==> config.mk <==
export PLATFORM = sky130hd
export DESIGN_NAME = aw_rr_arbiter
export DESIGN_NICKNAME = d
export VERILOG_FILES = /design/src/rtl/aw_rr_arbiter.sv
export SDC_FILE = /design/constraint.sdc
export NUM_CORES = 1
export LEC_CHECK = 0
export ABC_AREA = 1
export CORE_ASPECT_RATIO = 1.5
export CORE_MARGIN = 2
export CORE_UTILIZATION = 61
export DETAILED_ROUTE_END_ITERATION = 8
export DONT_BUFFER_PORTS = 1
export GPL_TIMING_DRIVEN = 0
export HOLD_SLACK_MARGIN = 0.02
export PLACE_DENSITY = 0.77
export SYNTH_ARGS = -nofsm -noshare
export SYNTH_HDL_FRONTEND = slang
export SYNTH_SLANG_ARGS = --single-unit
export TNS_END_PERCENT = 20
==> constraint.sdc <==
create_clock -name clk -period 3.2 [get_ports clk]
set_input_delay 0.64 -clock clk [delete_from_list [all_inputs] [get_ports clk]]
set_output_delay 0.64 -clock clk [all_outputs]
set_load 0.05 [all_outputs]
==> src/rtl/aw_rr_arbiter.sv <==
// Round-robin arbiter for the AXI write-address channel. It grants one master,
// forwards its AW beat, then holds the W channel for that master until WLAST.
module aw_rr_arbiter #(
  parameter  int NUM_M     = 2,
  parameter  int ID_BITS   = 4,
  parameter  int ADDR_BITS = 32,
  parameter  int LEN_BITS  = 4,
  localparam int SEL_W     = (NUM_M > 1) ? $clog2(NUM_M) : 1
) (
  input  logic                       clk,
  input  logic                       rst,
  input  logic [NUM_M*ID_BITS-1:0]   AWID_M,
  input  logic [NUM_M*ADDR_BITS-1:0] AWADDR_M,
  input  logic [NUM_M*LEN_BITS-1:0]  AWLEN_M,
  input  logic [NUM_M*3-1:0]         AWSIZE_M,
  input  logic [NUM_M*2-1:0]         AWBURST_M,
  input  logic [NUM_M-1:0]           AWVALID_M,
  output logic [NUM_M-1:0]           AWREADY_M,
  output logic [ID_BITS+3:0]         AWID_S,
  output logic [ADDR_BITS-1:0]       AWADDR_S,
  output logic [LEN_BITS-1:0]        AWLEN_S,
  output logic [2:0]                 AWSIZE_S,
  output logic [1:0]                 AWBURST_S,
  output logic                       AWVALID_S,
  input  logic                       AWREADY_S,
  input  logic                       WVALID,
  input  logic                       WREADY,
  input  logic                       WLAST,
  output logic [SEL_W-1:0]           W_SEL,
  output logic                       AW_IDLE,
  output logic                       AW_LOCK,
  output logic                       LEN_ERR
);

  typedef enum logic [1:0] {
    S_IDLE,
    S_GRANT,
    S_LOCK
  } state_e;

  state_e               state_q, state_d;
  logic [SEL_W-1:0]     sel_q, sel_d;
  logic [SEL_W-1:0]     last_grant_q, last_grant_d;
  logic [LEN_BITS-1:0]  cnt_q, cnt_d;
  logic [ADDR_BITS-1:0] addr_q, addr_d;
  logic                 len_err_q, len_err_d;

  logic [ID_BITS-1:0]   id_m    [NUM_M];
  logic [ADDR_BITS-1:0] addr_m  [NUM_M];
  logic [LEN_BITS-1:0]  len_m   [NUM_M];
  logic [2:0]           size_m  [NUM_M];
  logic [1:0]           burst_m [NUM_M];

  for (genvar i = 0; i < NUM_M; i++) begin : g_unpack
    assign id_m[i]    = AWID_M[i*ID_BITS +: ID_BITS];
    assign addr_m[i]  = AWADDR_M[i*ADDR_BITS +: ADDR_BITS];
    assign len_m[i]   = AWLEN_M[i*LEN_BITS +: LEN_BITS];
    assign size_m[i]  = AWSIZE_M[i*3 +: 3];
    assign burst_m[i] = AWBURST_M[i*2 +: 2];
  end

  logic             w_beat;
  logic [SEL_W-1:0] winner;
  logic [SEL_W-1:0] cand;
  logic             found;

  assign w_beat = WVALID & WREADY;

  // Search starts one past the last accepted grant, so every waiting master
  // is reached within NUM_M grants.
  always_comb begin
    // NOTE: every variable gets a default before any branch so no latch is inferred.
    winner = last_grant_q;
    cand   = '0;
    found  = 1'b0;
    for (int k = 1; k <= NUM_M; k++) begin
      cand = SEL_W'((int'(last_grant_q) + k) % NUM_M);
      if (!found && AWVALID_M[cand]) begin
        winner = cand;
        found  = 1'b1;
      end
    end
  end

  always_comb begin
    state_d      = state_q;
    sel_d        = sel_q;
    last_grant_d = last_grant_q;
    cnt_d        = cnt_q;
    addr_d       = addr_q;
    len_err_d    = 1'b0;
    unique case (state_q)
      S_IDLE: begin
        if (|AWVALID_M) begin
          sel_d   = winner;
          state_d = S_GRANT;
        end
      end
      S_GRANT: begin
        if (AWVALID_M[sel_q] && AWREADY_S) begin
          addr_d       = addr_m[sel_q];
          cnt_d        = len_m[sel_q];
          last_grant_d = sel_q;
          state_d      = S_LOCK;
        end else if (!AWVALID_M[sel_q]) begin
          state_d = S_IDLE;
        end
      end
      S_LOCK: begin
        if (w_beat) begin
          // Mismatch flag is informational only; WLAST always ends the burst.
          len_err_d = WLAST ? (cnt_q != '0) : (cnt_q == '0);
          if (WLAST) begin
            state_d = S_IDLE;
          end else if (cnt_q != '0) begin
            cnt_d = cnt_q - LEN_BITS'(1);
          end
        end
      end
      default: state_d = S_IDLE;
    endcase
  end

  always_ff @(posedge clk) begin
    // NOTE: sequential state uses non-blocking assignment so every register
    // samples pre-edge values regardless of statement order.
    if (rst) begin
      state_q      <= S_IDLE;
      sel_q        <= '0;
      last_grant_q <= SEL_W'(NUM_M - 1);
      cnt_q        <= '0;
      addr_q       <= '0;
      len_err_q    <= 1'b0;
    end else begin
      state_q      <= state_d;
      sel_q        <= sel_d;
      last_grant_q <= last_grant_d;
      cnt_q        <= cnt_d;
      addr_q       <= addr_d;
      len_err_q    <= len_err_d;
    end
  end

  always_comb begin
    AWREADY_M = '0;
    AWVALID_S = 1'b0;
    AWID_S    = '0;
    AWADDR_S  = addr_q;
    AWLEN_S   = '0;
    AWSIZE_S  = '0;
    AWBURST_S = '0;
    if (state_q == S_GRANT) begin
      AWVALID_S        = AWVALID_M[sel_q];
      AWREADY_M[sel_q] = AWREADY_S;
      AWID_S           = {4'(sel_q), id_m[sel_q]};
      AWADDR_S         = addr_m[sel_q];
      AWLEN_S          = len_m[sel_q];
      AWSIZE_S         = size_m[sel_q];
      AWBURST_S        = burst_m[sel_q];
    end
  end

  assign W_SEL   = sel_q;
  assign AW_IDLE = (state_q == S_IDLE);
  assign AW_LOCK = (state_q == S_LOCK);
  assign LEN_ERR = len_err_q;

endmodule

* After elaboration in Yosys (flattened, before gate mapping)
Index checks and enable logic that the tools add are counted.
Operators by class: add/subtract/negate cells 3, $lt $le $gt $ge 5, equality and inequality tests 9, multiplexer cells 45, bitwise gates (word level) 5, reduce and logical (&&, ||, !) cells 14
Operator list (number):
- 32-bit 2-to-1 mux | 4
- 4-bit 2-to-1 mux | 11
- 2-bit 2-to-1 mux | 10
- 1-bit 2-to-1 mux | 12
- 3-bit 2-to-1 mux | 4
- 4-bit one-hot mux with 2 select lines | 1
- 1-bit by 2-bit less-than comparator with 1-bit output (second input constant) | 3
- 2-bit by 1-bit inequality test with 1-bit output (second input constant) | 3
- 2-bit inequality test (second input constant) | 3
- 2-bit one-hot mux with 3 select lines | 1
- 5-bit 2-to-1 mux | 1
- 5-bit AND reduction | 1
- 4-bit zero test | 1
- 2-bit AND reduction | 2
- 4-bit AND reduction | 1
- 4-bit nonzero test | 1
- 4-bit by 1-bit subtractor with 4-bit output (second input constant) | 1
- 1-bit logical AND | 3
- 3-bit inequality test (second input constant) | 1
- 3-bit OR reduction | 1
- 1-bit adder (second input constant) | 2
- 2-bit AND | 1
- 2-bit by 1-bit equality test with 1-bit output (second input constant) | 1
- 2-bit equality test (second input constant) | 1
- other kinds (10) | 11
Storage, ports and cells: flip-flop bits (word level) 41, word-level logic and storage cells 87

* Logic depth before layout (Yosys ltp)
Gate-level depths: netlist (run 1).
depth after elaboration 7, depth in mapped cells 10, mapped depth without buffers 9

* Least setup slack after synthesis (run 1)
OpenSTA, ideal clock, no wires.
path type register to output, start point register sel_q, in the netlist W_SEL, end point output port AWBURST_S[0], data arrival time 2092 ps, setup slack 468 ps, stages on the path, launching flop included 5, buffers on the path 2, cell sequence dfxtp_1 > buf_2 > buf_1 > nand2_1 > a21oi_1
On the way: cells in the longest elaborated chain, start to end 5
RTL lines:
- from (decl) | RTL line 42 | logic [SEL_W-1:0] sel_q, sel_d;
- from (signal assigned) | RTL line 136 | sel_q <= sel_d;
- 1-bit NOT with 2-bit output (implied by the code) | RTL line 159 | AWBURST_S = burst_m[sel_q];
- 2-bit 2-to-1 mux (implied by the code) (3 in series) | RTL line 159
- 2-bit 2-to-1 mux | RTL line 152 | if (state_q == S_GRANT) begin
- to (decl) | RTL line 23 | output logic [1:0] AWBURST_S,
No other way between the ends. The select of a mux whose other input is x is not followed.

* Final worst setup path (run 1)
start point register sel_q, in the netlist W_SEL, end point output port AWADDR_S[19]
On the way: cells in the longest elaborated chain, start to end 5
RTL lines:
- 1-bit NOT with 2-bit output (implied by the code) | RTL line 156 | AWADDR_S = addr_m[sel_q];
- 32-bit 2-to-1 mux (implied by the code) (3 in series) | RTL line 156
- 32-bit 2-to-1 mux | RTL line 152
- to (decl) | RTL line 20 | output logic [ADDR_BITS-1:0] AWADDR_S,
No other way between the ends. The select of a mux whose other input is x is not followed.

==> impl_results.md, run 1 <==
* Via/cell ratio at 5.47
* Number of max-cap violations at 0
* Die Width at 58.1 um
* Pins Over Slew Limit at 0
* GPL Wtd Cong at 0.823
* Type of origin of the critical path: flop
* Initial DRC Count at 145
* Worst rel slew slack at 22.7%
* Area growth from synthesis to layout at 9.03%
* Worst min path class: input pin to flop
* Ys flop type: dfxtp_1
* Final period util at 94.3%
* Clock H-tree levels at 2
* Clock latency on the worst-skew pair at 0.30 ns
* Max IR drop VDD at 435 uV
* Clock-pin slew on the worst setup and hold paths at 0.08 ns
* Share of layout cells above drive strength 1 at 10.9%
* Vias in the first global route at 2628
* Register area at 821 um^2
* Area of the multi-input gates at 1540 um^2
* Top cells by count, synth: 182 x nand2_1, 58 x o21ai_0, 55 x a21oi_1, 45 x inv_1, 41 x dfxtp_1
* CP most frequent cell: nand2_1
* Most common cell in the synthesized netlist: nand2_1
* Critical path arrival at 2.38 ns
* CORE AREA at 4210 um^2
* P_leak at 1.35 nW
* Warnings from Yosys at 0
* Critical Path Fanout Max at 10
* Bufs on Longest Clock Path at 2
* Post-synthesis sequential area ratio at 30.7%
* CTS Hold Bufs at 0
* Cts bufs inserted at 5
* Worst setup margin at 0.182 ns
* GRT Total Usage at 28.5%
* Async SR Flop Fraction at 0%
* Fin crit period at 3.02 ns
* Vias after detailed routing at 2863
* Place WS at 0.290 ns
* Detail Route Antenna Nets at 0
* Die H at 85.1 um
* Largest cells by area after synthesis: dfxtp_1 31%, nand2_1 26%, o21ai_0 11%
* DIE AREA at 4940 um^2
* WL/cell at 13.2 um
* DRC viols at 0
* Largest net degree at the start of global routing at 13
* RSZ-0062 raised after global routing: no
* Final hold viol count at 0
* Starting Density at 63.5%
* Drt pass-1 iters at 4
* IO Port Bufs at 0
* Worst path bufs/invs at 2
* Antenna violations before repair at 0
* Fillers at 408
* Fmax at 0.331 GHz
* Sink Count at 41
* Mapped cell area at 2670 um^2
* I/O pin count at 154
* Nets@finish at 575
* Crit path kind: flop to output pin
* Cell chain of the critical path: buf_2, buf_2, nand2_1, nand2_1, nand2_1, o21ai_1
* Final wirelength at 6890 um
* Ant diodes at 0
* Share of the synthesized area in the top cell type at 30.7%
* Count of different cell masters after synthesis at 22
* Final setup fails at 0
* Yosys reg bits at 41
* Required @ worst endpoint at 2.56 ns
* CTS root buffer: clkbuf_8
* GRT overflow at 0
* Crit path largest cell delay at 0.72 ns
* CTS tree: done
* Area leader, netlist: dfxtp_1
* Slowest cell on the critical path: dfxtp_1
* DP HPWL at 5240 um
* Post-route setup TNS at 0 ns
* Number of synthesized flops with an enable pin at 0
* Post-Syn Instances at 463
* Outcome: completed
* Post-Syn Area per Cell at 5.77 um^2
* Pwr dens at 604 nW/um^2
* Setup crit end kind: output pin
* Setup Skew at 0.0123 ns
* Crit path max-delay family: flip-flops
* First-pass GRT wire length at 11400 um
* Rows at 29
* Worst Max-Slew Pin Slew at 1.15 ns
==> layout make-up <==
class                           instances  share of cell area (%)
Buffer                                 32                    6.01
Clock buffer                            7                    2.96
Clock inverter                          1                    1.03
Inverter                               47                    6.05
Multi-Input combinational cell        345                    52.8
Sequential cell                        41                    28.2
Tap cell                               46                    1.97
Timing Repair Buffer                    4                    1.03
==> cell usage in the layout (no fill, tap or decap) <==
master,Yosys,layout
dfxtp_1,41,41
conb_1,1,3
bufinv_16,0,1
nor2_4,1,1
buf_1,2,2
nor2_2,2,2
nand2_4,2,2
o21ai_1,7,34
o211ai_1,1,1
a21oi_2,0,8
nand2_1,182,182
clkbuf_1,7,8
inv_2,2,2
a21oi_1,55,47
buf_4,3,7
buf_2,17,17
nor2_1,18,18
nand2_2,3,3
o21ai_0,58,31
buf_6,3,3
clkbuf_8,0,6
ha_1,1,1
inv_1,45,45
nand3_1,11,11
a31oi_1,1,1
==> cells by family after synthesis <==
group / Yosys count / share of synthesized area [%]
compound gates: 122 / 23.0
fa+ha+maj: 1 / 0.468
buf+inv: 79 / 13.1
flops: 41 / 30.7
other cells: 1 / 0.140
simple gates: 219 / 32.6
==> sequential cells by signal, summed over array words and instances, names as in the netlist <==
register / flops
cnt_q: 4
LEN_ERR: 1
W_SEL: 1
addr_q: 32
state_q: 2
last_grant_q: 1
==> layer usage <==
metal  part of all wire [%]  global-route usage [%]
met1                     40                    33.5
met5                      0                       0
met2                     52                    51.1
met3                    7.7                    6.10
met4                    1.1                    8.03
==> what timing repair did <==
action	in CTS	in global routing
resized for setup	8	0
setup buffers	0	0
setup endpoints to repair	8	0
==> power breakdown <==
group | internal (W) | switching (W)
registers | 0.000547 | 0.0000243
clock network | 0.000255 | 0.000180
logic | 0.000148 | 0.000606
total | 0.000950 | 0.000810
==> through the flow <==
step                      cell area, um^2  power, W  utilization (%)  hold WS [ns]  std cells
after floorplan                      2680   0.00122                -         0.424        465
after global placement               2740   0.00130             65.1         0.434        511
after detailed placement             2770   0.00133             65.8         0.442        515
after CTS                            2920   0.00177             69.3         0.389        523
after global routing                 2920   0.00186             69.3         0.380        523
final                                2920   0.00176             69.3         0.397        523
==> path summary, 6_finish.rpt <==
kind	slack, ns	cells past startpoint	end	start
setup / recovery	0.18	6	AWADDR_S[19]	W_SEL
hold / removal	0.40	1	W_SEL	rst
setup reg to reg	1.35	7	addr_q[19]	W_SEL
hold reg to reg	0.45	2	addr_q[28]	addr_q[28]
Power figures use the tool's default switching activity.
==> run 2, diff against run 1 <==
--- a/config.mk
+++ b/config.mk
@@ -14,6 +14,7 @@
 export GPL_TIMING_DRIVEN = 0
 export HOLD_SLACK_MARGIN = 0.02
 export PLACE_DENSITY = 0.77
+export SETUP_SLACK_MARGIN = 0.1
 export SYNTH_ARGS = -nofsm -noshare
 export SYNTH_HDL_FRONTEND = slang
 export SYNTH_SLANG_ARGS = --single-unit
==> run 2 against run 1 <==
Net effect:
- sequential power barely moved
- register-to-register slack is essentially flat
- global-route usage unchanged
- utilization up 0.18 points
- flip-flop and latch count is the same
- fmax grew 0.54%
- critical path depth did not move
- worst setup slack improved by 0.016 ns
- clock skew hardly changed
- largest cell class unchanged
- highest routed layer unchanged
- critical path type unchanged
- sequential share of layout area is 0.072 points lower
==> impl_results.md, run 2 (synthesis results as in run 1) <==
* Worst Max-Slew Pin Slew at 1.16 ns (+0.00225 ns)
* Worst setup margin at 0.198 ns (+0.0163 ns)
* Sink Count at 41 (unchanged)
* Detail Route Antenna Nets at 0 (unchanged)
* Clk network pwr share at 24.7% (about the same)
* Setup crit end kind: output pin
* Largest register FFs at 32 (unchanged)
* Final wirelength at 6910 um (+0.28%)
* Place WS at 0.290 ns (unchanged)
* Share of layout cells above drive strength 1 at 11.3% (+0.42 points)
* Critical path arrival at 2.36 ns (-0.02 ns)
* Fmax at 0.333 GHz (+0.54%)
* Post-DP Area at 2770 um^2 (unchanged)
* Vias after detailed routing at 2872 (+0.31%)
* Pins Over Slew Limit at 0 (unchanged)
* WL/cell at 13.2 um (+0.28%)
* Setup Skew at 0.0124 ns (+0.000105 ns)
* Sw Pwr at 0.000814 W (+0.49%)
* Initial DRC Count at 128 (-12%)
* FF-to-FF Start: W_SEL
* Max IR drop VDD at 434 uV (-0.22%)
* Post-route setup TNS at 0 ns (unchanged)
* Sequential share of power at 32.4% (about the same)
* RSZ-0062 raised after global routing: yes
* CORE AREA at 4210 um^2 (unchanged)
* Largest net degree at the start of global routing at 13 (unchanged)
* Worst r2r path cells at 7 (unchanged)
* Fin crit period at 3.00 ns (-0.0163 ns)
* Reg with most FFs: addr_q
* Outcome: completed
* Bufs on Longest Clock Path at 2 (unchanged)
* Hold Crit Depth at 1 (unchanged)
* Final std cells w/o fill at 523 (unchanged)
* Critical Path Fanout Max at 10 (unchanged)
* Clock-pin slew on the worst setup and hold paths at 0.08 ns (about the same)
* Sw Ratio at 46.1% (+0.096 points)
* Hold path endpoint: W_SEL
* Via/cell ratio at 5.49 (+0.31%)
* I/O pin count at 154 (unchanged)
* Cell-internal power at 0.000951 W (+0.11%)
* Worst rel slew slack at 22.6% (-0.15 points)
* Nets@finish at 575 (unchanged)
* GPL Wtd Cong at 0.823 (unchanged)
* First-pass GRT wire length at 11400 um (unchanged)
* Rows at 29 (unchanged)
* GRT Total Usage at 28.5% (unchanged)
* Ant diodes at 0 (unchanged)
* Design Area, Final at 2920 um^2 (+0.26%)
* Antenna violations before repair at 0 (unchanged)
* Required @ worst endpoint at 2.56 ns (about the same)
* Combinational power share at 42.9% (about the same)
* CP most frequent cell: nand2_1
* DP HPWL at 5240 um (unchanged)
* Pwr dens at 604 nW/um^2 (about the same)
* Clock H-tree levels at 2 (unchanged)
* R2R setup slack at 1.36 ns (about the same)
* Crit path kind: flop to output pin
* Die Width at 58.1 um (unchanged)
* Setup bufs post-CTS at 0 (unchanged)
* Post-placement cell count at 515 (unchanged)
* Final period util at 93.8% (-0.51 points)
* Slowest cell on the critical path: dfxtp_1
* CTS Hold Bufs at 0 (unchanged)
* Reg2reg end: addr_q[19]
* Drt pass-1 iters at 4 (unchanged)
* Type of origin of the critical path: flop
* IO Port Bufs at 0 (unchanged)
* Regs by FF count: addr_q (32), cnt_q (4), state_q (2)
* Most frequent cells in the layout: 182 x nand2_1, 47 x a21oi_1, 45 x inv_1, 41 x dfxtp_1, 32 x o21ai_1
* Hold path startpoint: rst
* DIE AREA at 4940 um^2 (unchanged)
* GRT overflow at 0 (unchanged)
* Final setup fails at 0 (unchanged)
* Cts bufs inserted at 5 (unchanged)
* Number of max-cap violations at 0 (unchanged)
* P_leak at 1.35 nW (+0.26%)
* Final hold viol count at 0 (unchanged)
* CTS tree: done
* CTS root buffer: clkbuf_8
* DRC viols at 0 (unchanged)
* Starting Density at 63.5% (unchanged)
* Worst min path class: input pin to flop
* Vias in the first global route at 2628 (unchanged)
* Clock latency on the worst-skew pair at 0.30 ns (about the same)
* Cell chain of the critical path: buf_2, buf_2, nand2_1, nand2_1, nand2_1, o21ai_1
* Area growth from synthesis to layout at 9.31%
* Most common cell after layout, fill and taps aside: nand2_1
* Die H at 85.1 um (unchanged)
* Crit path largest cell delay at 0.72 ns (about the same)
run 2: cell types whose count changed in the layout (fill, tap and decap cells not counted):
cell	delta
o21ai_2	+2
o21ai_1	-2
run 2: critical path, delay by kind of cell, from the launching register on:
| kind | cells | cell delay (ns) |
|---|---|---|
| simple gates | 3 | 0.23 |
| flops | 1 | 0.72 |
| compound gates | 1 | 0.51 |
| buf+inv | 2 | 0.60 |
run 2: layer usage:
metal  wire length (um)  part of all wire, %  track usage (%)
met5                  0                    0                0
met4                 77                  1.1             8.03
met3                509                  7.4             6.10
met2               3600                   52             51.1
met1               2720                   39             33.5
run 2: how the worst max path moves through the flow:
stage,startpoint,end,slack (ns),cells after the start
finish,W_SEL,AWADDR_S[3],0.20,6
CTS,W_SEL,AWADDR_S[19],0.15,6
floorplan,W_SEL,AWBURST_S[0],0.47,4
detailed placement,W_SEL,AWID_S[2],0.29,4
global route,W_SEL,AWADDR_S[5],0.07,6
global placement,state_q[1],AWADDR_S[19],0.26,6
run 2: layout make-up:
cell class	count	area, um^2
multi-input cells	345	1550
fillers	407	1290
flip-flops and latches	41	821
inverters	47	176
plain buffers	32	175
clock buffers	7	86.3
well taps	46	57.6
clock inverters	1	30.0
repair buffers	4	30.0
run 2: stage by stage:
step	hold slack (ns)	power, W	util, %
5_1_grt	0.380	0.00186	69.4
3_3_place_gp	0.434	0.00130	65.1
3_5_place_dp	0.442	0.00133	65.8
4_1_cts	0.389	0.00177	69.3
6_report	0.397	0.00177	69.4
2_1_floorplan	0.424	0.00122	-
run 2: timing repair:
item,in CTS,in global routing
pin swaps,0,0
resized for setup,8,2
endpoints found under the setup margin,8,12
run 2: power by group through the flow:
| stage | clock [W] | combinational [W] | sequential (W) |
|---|---|---|---|
| final | 0.000436 | 0.000757 | 0.000572 |
| after global routing | 0.000464 | 0.000822 | 0.000576 |
| after CTS | 0.000442 | 0.000756 | 0.000571 |
| after detailed placement | 0 | 0.000746 | 0.000583 |
| after global placement | 0 | 0.000718 | 0.000583 |
| after floorplan | 0 | 0.000640 | 0.000579 |
==> run 3, diff against run 2 <==
--- a/config.mk
+++ b/config.mk
@@ -7,7 +7,7 @@
 export LEC_CHECK = 0
 export ABC_AREA = 1
 export CORE_ASPECT_RATIO = 1.5
-export CORE_MARGIN = 2
+export CORE_MARGIN = 3
 export CORE_UTILIZATION = 61
 export DETAILED_ROUTE_END_ITERATION = 8
 export DONT_BUFFER_PORTS = 1
@@ -15,6 +15,7 @@
 export HOLD_SLACK_MARGIN = 0.02
 export PLACE_DENSITY = 0.77
 export SETUP_SLACK_MARGIN = 0.1
+export SKIP_CTS_REPAIR_TIMING = 1
 export SYNTH_ARGS = -nofsm -noshare
 export SYNTH_HDL_FRONTEND = slang
 export SYNTH_SLANG_ARGS = --single-unit
==> run 3 against run 2 <==
Net effect:
- wire length rose by 2.6%
- critical path depth is the same
- register-to-register slack better by 0.05 ns
- worst setup slack gained 0.0016 ns
- clock-buffer cell count is the same
- sequential share of layout area is 0.23 points higher
- fmax hardly changed
==> impl_results.md, run 3 (synthesis results as in run 1) <==
* Setup Skew at 0.00267 ns (-0.00977 ns)
* Clock-pin slew on the worst setup and hold paths at 0.07 ns (about the same)
* Crit path max-delay family: flip-flops
* Most common cell after layout, fill and taps aside: nand2_1
* CTS tree: done
* WL/cell at 13.7 um (+3.6%)
* Cell chain of the critical path: buf_2, buf_2, nand2_1, nand2_1, nand2_1, o21ai_1
* Fin crit period at 3.00 ns (-0.00162 ns)
* GPL Wtd Cong at 0.868 (+5.5%)
* Vias after detailed routing at 2870 (-0.070%)
* Wire length on met1 at 2740 um (+0.70%)
* Met3 Wirelength at 602 um (+18%)
* Levels on crit path at 6 (unchanged)
* Regs by FF count: addr_q (32), cnt_q (4), state_q (2)
* DRC viols at 0 (unchanged)
* Via/cell ratio at 5.54 (+0.89%)
* Crit path largest cell delay at 0.71 ns (about the same)
* Largest net degree at the start of global routing at 13 (unchanged)
* Ant diodes at 0 (unchanged)
* Sw Ratio at 46.3% (+0.18 points)
* Fmax at 0.333 GHz (about the same)
* Max IR drop VDD at 521 uV (+20%)
* Clk network pwr share at 24.5% (-0.2 points)
* Setup crit end kind: output pin
* CP most frequent cell: nand2_1
* Detail Route met2 WL at 3640 um (+1.2%)
* Bufs on Longest Clock Path at 2 (unchanged)
* Final wirelength at 7090 um (+2.6%)
* GRT Total Usage at 26.0% (-2.5 points)
* Final setup fails at 0 (unchanged)
* Initial DRC Count at 113 (-12%)
* Most frequent cells in the layout: 182 x nand2_1, 47 x a21oi_1, 45 x inv_1, 41 x dfxtp_1, 34 x o21ai_1
* Sw Pwr at 0.000813 W (-0.11%)
* Drt pass-1 iters at 4 (unchanged)
* Final period util at 93.8% (about the same)
* Cell-internal power at 0.000943 W (-0.84%)
* CTS root buffer: clkbuf_8
* Die Width at 60.1 um (+3.4%)
* Reg with most FFs: addr_q
* Worst min path class: input pin to flop
* Critical path arrival at 2.36 ns (about the same)
* Antenna violations before repair at 0 (unchanged)
* Pwr dens at 606 nW/um^2 (+0.31%)
* CORE AREA at 4100 um^2 (-2.6%)
* Top Layer Used: met4
* P_leak at 1.33 nW (-1.3%)
* Cts bufs inserted at 5 (unchanged)
* Outcome: completed
* Clock H-tree levels at 2 (unchanged)
* Crit path kind: flop to output pin
* Post-DP Area at 2740 um^2 (-1.1%)
* Rows at 28 (-3.4%)
* Worst rel slew slack at 22.5% (-0.075 points)
* Area growth from synthesis to layout at 8.42%
* Post-route setup TNS at 0 ns (unchanged)
* Nets@finish at 571 (-0.70%)
* Combinational power share at 42.9% (about the same)
* Detail Route Antenna Nets at 0 (unchanged)
* Sink Count at 41 (unchanged)
* Worst Max-Slew Pin Slew at 1.16 ns (+0.00113 ns)
* Hold Crit Depth at 1 (unchanged)
* Share of layout cells above drive strength 1 at 11.0% (-0.33 points)
* Hold WS at 0.408 ns (+0.0106 ns)
* Final hold viol count at 0 (unchanged)
* IO Port Bufs at 0 (unchanged)
* GRT overflow at 0 (unchanged)
* Hold path startpoint: rst
* Vias in the first global route at 2461 (-6.4%)
* DIE AREA at 5230 um^2 (+5.9%)
* Clock latency on the worst-skew pair at 0.29 ns (about the same)
* Sequential share of power at 32.5% (about the same)
* Number of max-cap violations at 0 (unchanged)
* Slowest cell on the critical path: dfxtp_1
* Starting Density at 65.2% (+1.7 points)
* Worst path bufs/invs at 2 (unchanged)
* Largest register FFs at 32 (unchanged)
* First-pass GRT wire length at 10700 um (-5.8%)
* Design Area, Final at 2900 um^2 (-0.81%)
* Pins Over Slew Limit at 0 (unchanged)
* Worst r2r path cells at 7 (unchanged)
* Setup crit start: W_SEL
* Required @ worst endpoint at 2.56 ns (about the same)
* FF-to-FF Start: state_q[1]
* I/O pin count at 154 (unchanged)
* Type of origin of the critical path: flop
* RSZ-0062 raised after global routing: no
* Die H at 87.1 um (+2.4%)
* Critical Path Fanout Max at 10 (unchanged)
* Finished Core Util at 70.7% (+1.3 points)
* DP HPWL at 5410 um (+3.1%)
==> run 3: changes by cell type in the layout (fill, tap and decap cells not counted), sizes merged <==
cell  before  now
buf       29   25
==> run 3: layer usage <==
metal	track usage (%)	vias up
met5	0	-
met4	8.27	0
met3	5.79	9
met2	46.4	124
met1	29.9	1260
li1	-	1477
==> run 3: worst paths after layout <==
check / end / slack, ns
worst min register to register: addr_q[26] / 0.46
worst max-delay path: AWADDR_S[29] / 0.20
worst max register to register: cnt_q[3] / 1.41
worst min-delay path: state_q[0] / 0.41
==> run 3: power groups by stage <==
| stage | clock, W | combinational (W) | sequential, W |
|---|---|---|---|
| 3_3_place_gp | 0 | 0.000718 | 0.000583 |
| 3_5_place_dp | 0 | 0.000738 | 0.000584 |
| 4_1_cts | 0.000436 | 0.000741 | 0.000572 |
| 2_1_floorplan | 0 | 0.000640 | 0.000579 |
| 6_report | 0.000431 | 0.000754 | 0.000572 |
| 5_1_grt | 0.000453 | 0.000816 | 0.000576 |
==> run 3: metrics by stage <==
step	cells	setup WS, ns	power (W)
global placement	510	0.262	0.00130
detailed placement	510	0.311	0.00132
global route	518	0.102	0.00185
floorplan	465	0.468	0.00122
CTS	518	-0.0124	0.00175
finish	518	0.200	0.00176
==> run 3: cell type report <==
type	count	area, um^2
inverters	47	176
clock buffers	7	86.3
plain buffers	32	175
well taps	45	56.3
clock inverters	1	30.0
multi-input cells	345	1550
fillers	389	1200
flip-flops and latches	41	821
